<file path="src/rtl/rst_seq.sv">
// rtl/rst_seq.sv - staged reset sequencer: stretch, PLL-lock qualify, ordered per-domain release
// Software-requested resets are acknowledged with a one-cycle pulse when the sequence completes.
module rst_seq #(
    parameter int NUM_STAGES = 4,
    parameter int STRETCH    = 16,
    parameter int STAGE_GAP  = 8
) (
    input  logic                  clk,
    input  logic                  srst,
    input  logic                  pll_locked,
    input  logic                  sw_rst_req,
    output logic [NUM_STAGES-1:0] stage_rst,
    output logic                  rst_done,
    output logic                  sw_rst_ack
);

    localparam int CNT_MAX = (STRETCH > STAGE_GAP) ? STRETCH : STAGE_GAP;
    localparam int CW      = $clog2(CNT_MAX + 1);
    localparam int IW      = $clog2(NUM_STAGES + 1);

    localparam logic [CW-1:0] STRETCH_END = CW'(STRETCH);
    localparam logic [CW-1:0] GAP_END     = CW'(STAGE_GAP - 1);
    localparam logic [IW-1:0] LAST_IDX    = IW'(NUM_STAGES - 1);

    localparam logic [1:0] ST_HOLD      = 2'd0;
    localparam logic [1:0] ST_WAIT_LOCK = 2'd1;
    localparam logic [1:0] ST_RELEASE   = 2'd2;
    localparam logic [1:0] ST_RUN       = 2'd3;

    logic [1:0]            state_q, state_d;
    logic [CW-1:0]         cnt_q, cnt_d;
    logic [CW-1:0]         cnt_inc;
    logic [IW-1:0]         idx_q, idx_d;
    logic [NUM_STAGES-1:0] stage_rst_q, stage_rst_d;
    logic                  rst_done_q, rst_done_d;
    logic                  sw_rst_ack_q, sw_rst_ack_d;
    logic                  sw_pend_q, sw_pend_d;

    always_comb begin
        state_d      = state_q;
        cnt_d        = cnt_q;
        idx_d        = idx_q;
        stage_rst_d  = stage_rst_q;
        sw_pend_d    = sw_pend_q;
        cnt_inc      = cnt_q + CW'(1);
        rst_done_d   = 1'b0;
        sw_rst_ack_d = 1'b0;

        case (state_q)
            ST_HOLD: begin
                stage_rst_d = '1;
                if (cnt_inc == STRETCH_END) begin
                    state_d = ST_WAIT_LOCK;
                    cnt_d   = '0;
                end else begin
                    cnt_d = cnt_inc;
                end
            end
            ST_WAIT_LOCK: begin
                stage_rst_d = '1;
                if (pll_locked) begin
                    stage_rst_d[0] = 1'b0;
                    cnt_d          = '0;
                    idx_d          = IW'(1);
                    state_d        = (NUM_STAGES == 1) ? ST_RUN : ST_RELEASE;
                end
            end
            ST_RELEASE: begin
                if (!pll_locked) begin
                    state_d     = ST_HOLD;
                    cnt_d       = '0;
                    idx_d       = '0;
                    stage_rst_d = '1;
                end else if (cnt_q == GAP_END) begin
                    for (int i = 0; i < NUM_STAGES; i++) begin
                        if (idx_q == i[IW-1:0]) begin
                            stage_rst_d[i] = 1'b0;
                        end
                    end
                    cnt_d = '0;
                    idx_d = idx_q + IW'(1);
                    if (idx_q == LAST_IDX) begin
                        state_d = ST_RUN;
                    end
                end else begin
                    cnt_d = cnt_inc;
                end
            end
            default: begin
                stage_rst_d = '0;
                // Lock loss wins over a coincident software request, which is then dropped.
                if (!pll_locked || sw_rst_req) begin
                    state_d     = ST_HOLD;
                    cnt_d       = '0;
                    idx_d       = '0;
                    stage_rst_d = '1;
                    if (pll_locked) begin
                        sw_pend_d = 1'b1;
                    end
                end
            end
        endcase

        rst_done_d = (state_d == ST_RUN);
        if ((state_d == ST_RUN) && (state_q != ST_RUN) && sw_pend_q) begin
            sw_rst_ack_d = 1'b1;
            sw_pend_d    = 1'b0;
        end
    end

    always_ff @(posedge clk) begin
        if (srst) begin
            state_q      <= ST_HOLD;
            cnt_q        <= '0;
            idx_q        <= '0;
            stage_rst_q  <= '1;
            rst_done_q   <= 1'b0;
            sw_rst_ack_q <= 1'b0;
            sw_pend_q    <= 1'b0;
        end else begin
            state_q      <= state_d;
            cnt_q        <= cnt_d;
            idx_q        <= idx_d;
            stage_rst_q  <= stage_rst_d;
            rst_done_q   <= rst_done_d;
            sw_rst_ack_q <= sw_rst_ack_d;
            sw_pend_q    <= sw_pend_d;
        end
    end

    assign stage_rst  = stage_rst_q;
    assign rst_done   = rst_done_q;
    assign sw_rst_ack = sw_rst_ack_q;

endmodule
</file>
<file path="config.mk">
export PLATFORM = sky130hd
export DESIGN_NAME = rst_seq
export DESIGN_NICKNAME = d
export VERILOG_FILES = /design/src/rtl/rst_seq.sv
export SDC_FILE = /design/constraint.sdc
export NUM_CORES = 1
export LEC_CHECK = 0
export CAP_MARGIN = 20
export CORE_UTILIZATION = 50
export DETAILED_ROUTE_END_ITERATION = 6
export PLACE_DENSITY_LB_ADDON = 0.12
export SLEW_MARGIN = 15
export SYNTH_ARGS = -nofsm -noshare
export SYNTH_HDL_FRONTEND = slang
export SYNTH_SLANG_ARGS = --single-unit
</file>
<file path="constraint.sdc">
create_clock -name clk -period 4.5 [get_ports clk]
set_input_delay 1.125 -clock clk [delete_from_list [all_inputs] [get_ports clk]]
set_output_delay 1.125 -clock clk [all_outputs]
set_load 0.05 [all_outputs]
</file>
==> flow_summary.toml <==
[timing]
skew_ps = 3.72
hold_viol = 0
holdWs_ps = 479
slew_violations = 0
tightest_slew_ps = 715
setup_violations = 0
timing.slew.headroom = 0.518
fmax_ghz = 0.360
post-route-period-util = 0.617
rsz0062_at_grt = "no"
period_minus_slack_ps = 2780
tns_ps = 0

[logic_synthesis]
synth_edf_count = 0
postSynthCellCount = 136
yosys_warnings = 0
synth_async_sr_flop_share = 0
yosysTopAreaCell = "dfxtp_1"
synthTopCellsByArea = "dfxtp_1, ha_1, a21oi_1"
synth_seq_cells = 17
synth_top_cell_area_share = 0.303
avgSynthCellArea_um2 = 8.27
synth_cell_types = 44
synth_flop_cell = "dfxtp_1"
yosysSeqAreaShare = 0.303
syn_area_um2 = 1120
synth_fp_nets = 152

[power_and_ir_drop]
p_sw_w = 0.0000599
irDropWorstVdd_v = 0.000176
pwr-share-seq = 0.615
cellPowerDensity_nw_per_um2 = 204
p_comb_frac = 0.063
clkPwrFrac = 0.322
leakagePower_nw = 0.460
internal-power_w = 0.000195
netSwitchingFraction = 0.235

[clock_tree]
cts_root_buffer = "clkbuf_4"
path_clk_slew_ps = 100
cts_setup_buffers = 0
cts_tree = "yes"
htreeDepth = 1
ctsHoldBuffers = 0
post_cts_resized = 0
cts_buffers = 3
ctsLongestPathBuffers = 2
clock_latency_ps = 290
clock-sinks = 17

[placed_design]
place.port_buffers = 9
hpwl_um = 1770
dpl_cell_area_um2 = 1220
placed_cells = 166
gp_congestion = 0.805

[drt]
post_drt_wl_per_cell_um = 14.3
drt-vias-per-instance = 5.76
wl_um = 2420
first_iter_violations = 29
dr.pass1.iters = 4
drcViolationCount = 0
vias = 979
antenna_left = 0

[floorplan]
die_area_um2 = 2440
initial_core_util = 0.551
rows = 16
fp.dieW_um = 49.4
fp.dieH_um = 49.4
core-area_um2 = 2040
boundaryPins = 10

[critical_path]
slowest_stage = "clkdlybuf4s50_1"
worstPathMaxFanout = 10
crit_required_ps = 4720
cp_num_buf_inv = 1
worstSetupStartpointType = "primary input"
max_stage_delay_ps = 650
critPathCaptureType = "register"
worstSetupPathType = "in2reg"
critPathTopFamily = "buffers and inverters"
crit_path_cell_trace = "clkdlybuf4s50_1, or2b_1, o21ai_0, a311o_1, or3_1, a21oi_1"
arrival_ps = 3000

[layout]
final_nets = 160
final_cells = 170
antennaDiodeCount = 0
area_growth_pct = 11.2
drive_gt1_frac = 0.0490
final_area_um2 = 1250

[grt]
overflow = 0
grtUsageTotal = 0.217
grt_max_degree = 18
grt_pass1_wl_um = 4090
grt_pass1_vias = 869
antenna_found_initial = 0

[worst_hold_path]
hold_class = "reg2reg"

[flow_run]
cap_violations = 0

[status]
status = "complete, no violations"
-- Yosys cell counts (2+ instances only) --
| library cell | count |
|---|---|
| nand2_1 | 11 |
| nor4_1 | 3 |
| nor2_1 | 10 |
| a31oi_1 | 3 |
| a311o_1 | 2 |
| a21oi_1 | 13 |
| a211o_1 | 4 |
| clkbuf_1 | 4 |
| o211ai_1 | 2 |
| dfxtp_1 | 17 |
| o21ai_0 | 6 |
| nor2b_1 | 4 |
| nand3_1 | 4 |
| a21boi_0 | 2 |
| inv_1 | 8 |
| and3_1 | 2 |
| ha_1 | 12 |
| nand2b_1 | 2 |
| or3_1 | 2 |
-- final cells by class --
cell class,count,area (µm²)
Clock buffer,4,26.3
Sequential cell,17,340
Timing Repair Buffer,9,90.1
Tap cell,27,33.8
Inverter,8,30.0
Fill cell,199,791
Multi-Input combinational cell,105,731
-- layer usage --
metal / part of all wire / global-route usage / vias to the layer above
li1: - / - / 510
met1: 0.50 / 0.295 / 448
met2: 0.46 / 0.345 / 16
met3: 0.019 / 0.0218 / 5
met4: 0.019 / 0.0952 / 0
met5: 0 / 0 / -
-- cell families (layout without fill, tap and decap cells) --
family,Yosys count,in the layout,share of synthesized area
flip-flops,17,17,0.303
adder cells (fa/ha/maj),12,12,0.133
AO/OA/AOI/OAI,42,42,0.264
multiplexers,1,1,0.00890
XOR/XNOR,1,1,0.00779
buffers and inverters,14,21,0.0478
AND/OR/NAND/NOR,49,49,0.236
-- path summary, 6_finish.rpt --
check / from / end / slack [ps] / cells past startpoint
hold reg to reg: stage_rst[1] / stage_rst[1] / 480 / 1
setup / recovery: pll_locked / idx_q[2] / 1720 / 6
hold / removal: stage_rst[1] / stage_rst[1] / 480 / 1
setup reg to reg: state_q[1] / idx_q[2] / 2240 / 7
-- stage by stage --
step | setup WS [ps] | power, W | utilization
2_1_floorplan | 2070 | 0.000170 | -
3_3_place_gp | 1490 | 0.000176 | 0.600
3_5_place_dp | 1420 | 0.000176 | 0.600
4_1_cts | 1740 | 0.000258 | 0.613
5_1_grt | 1570 | 0.000268 | 0.613
6_report | 1720 | 0.000255 | 0.613
-- power by group through the flow --
stage	Clock [W]	Combinational (W)	Sequential (W)
2_1_floorplan	0	0.0000112	0.000159
3_3_place_gp	0	0.0000157	0.000160
3_5_place_dp	0	0.0000160	0.000160
4_1_cts	0.0000850	0.0000160	0.000157
5_1_grt	0.0000926	0.0000177	0.000158
6_report	0.0000820	0.0000160	0.000157
-- layout by cell type (no fill, tap or decap), types with 3 or more instances in the layout --
cell type	count
nor4_1	3
nand2_1	11
nor2b_1	4
a21oi_1	13
a31oi_1	3
clkdlybuf4s50_1	9
dfxtp_1	17
clkbuf_4	3
inv_1	8
nand3_1	4
a211o_1	4
o21ai_0	6
nor2_1	10
ha_1	12
-- registers in the layout, summed over array words and instances (netlist names) --
signal	cells
stage_rst	4
sw_pend_q	1
rst_done	1
idx_q	3
sw_rst_ack	1
cnt_q	5
state_q	2
Power figures use the tool's default switching activity.
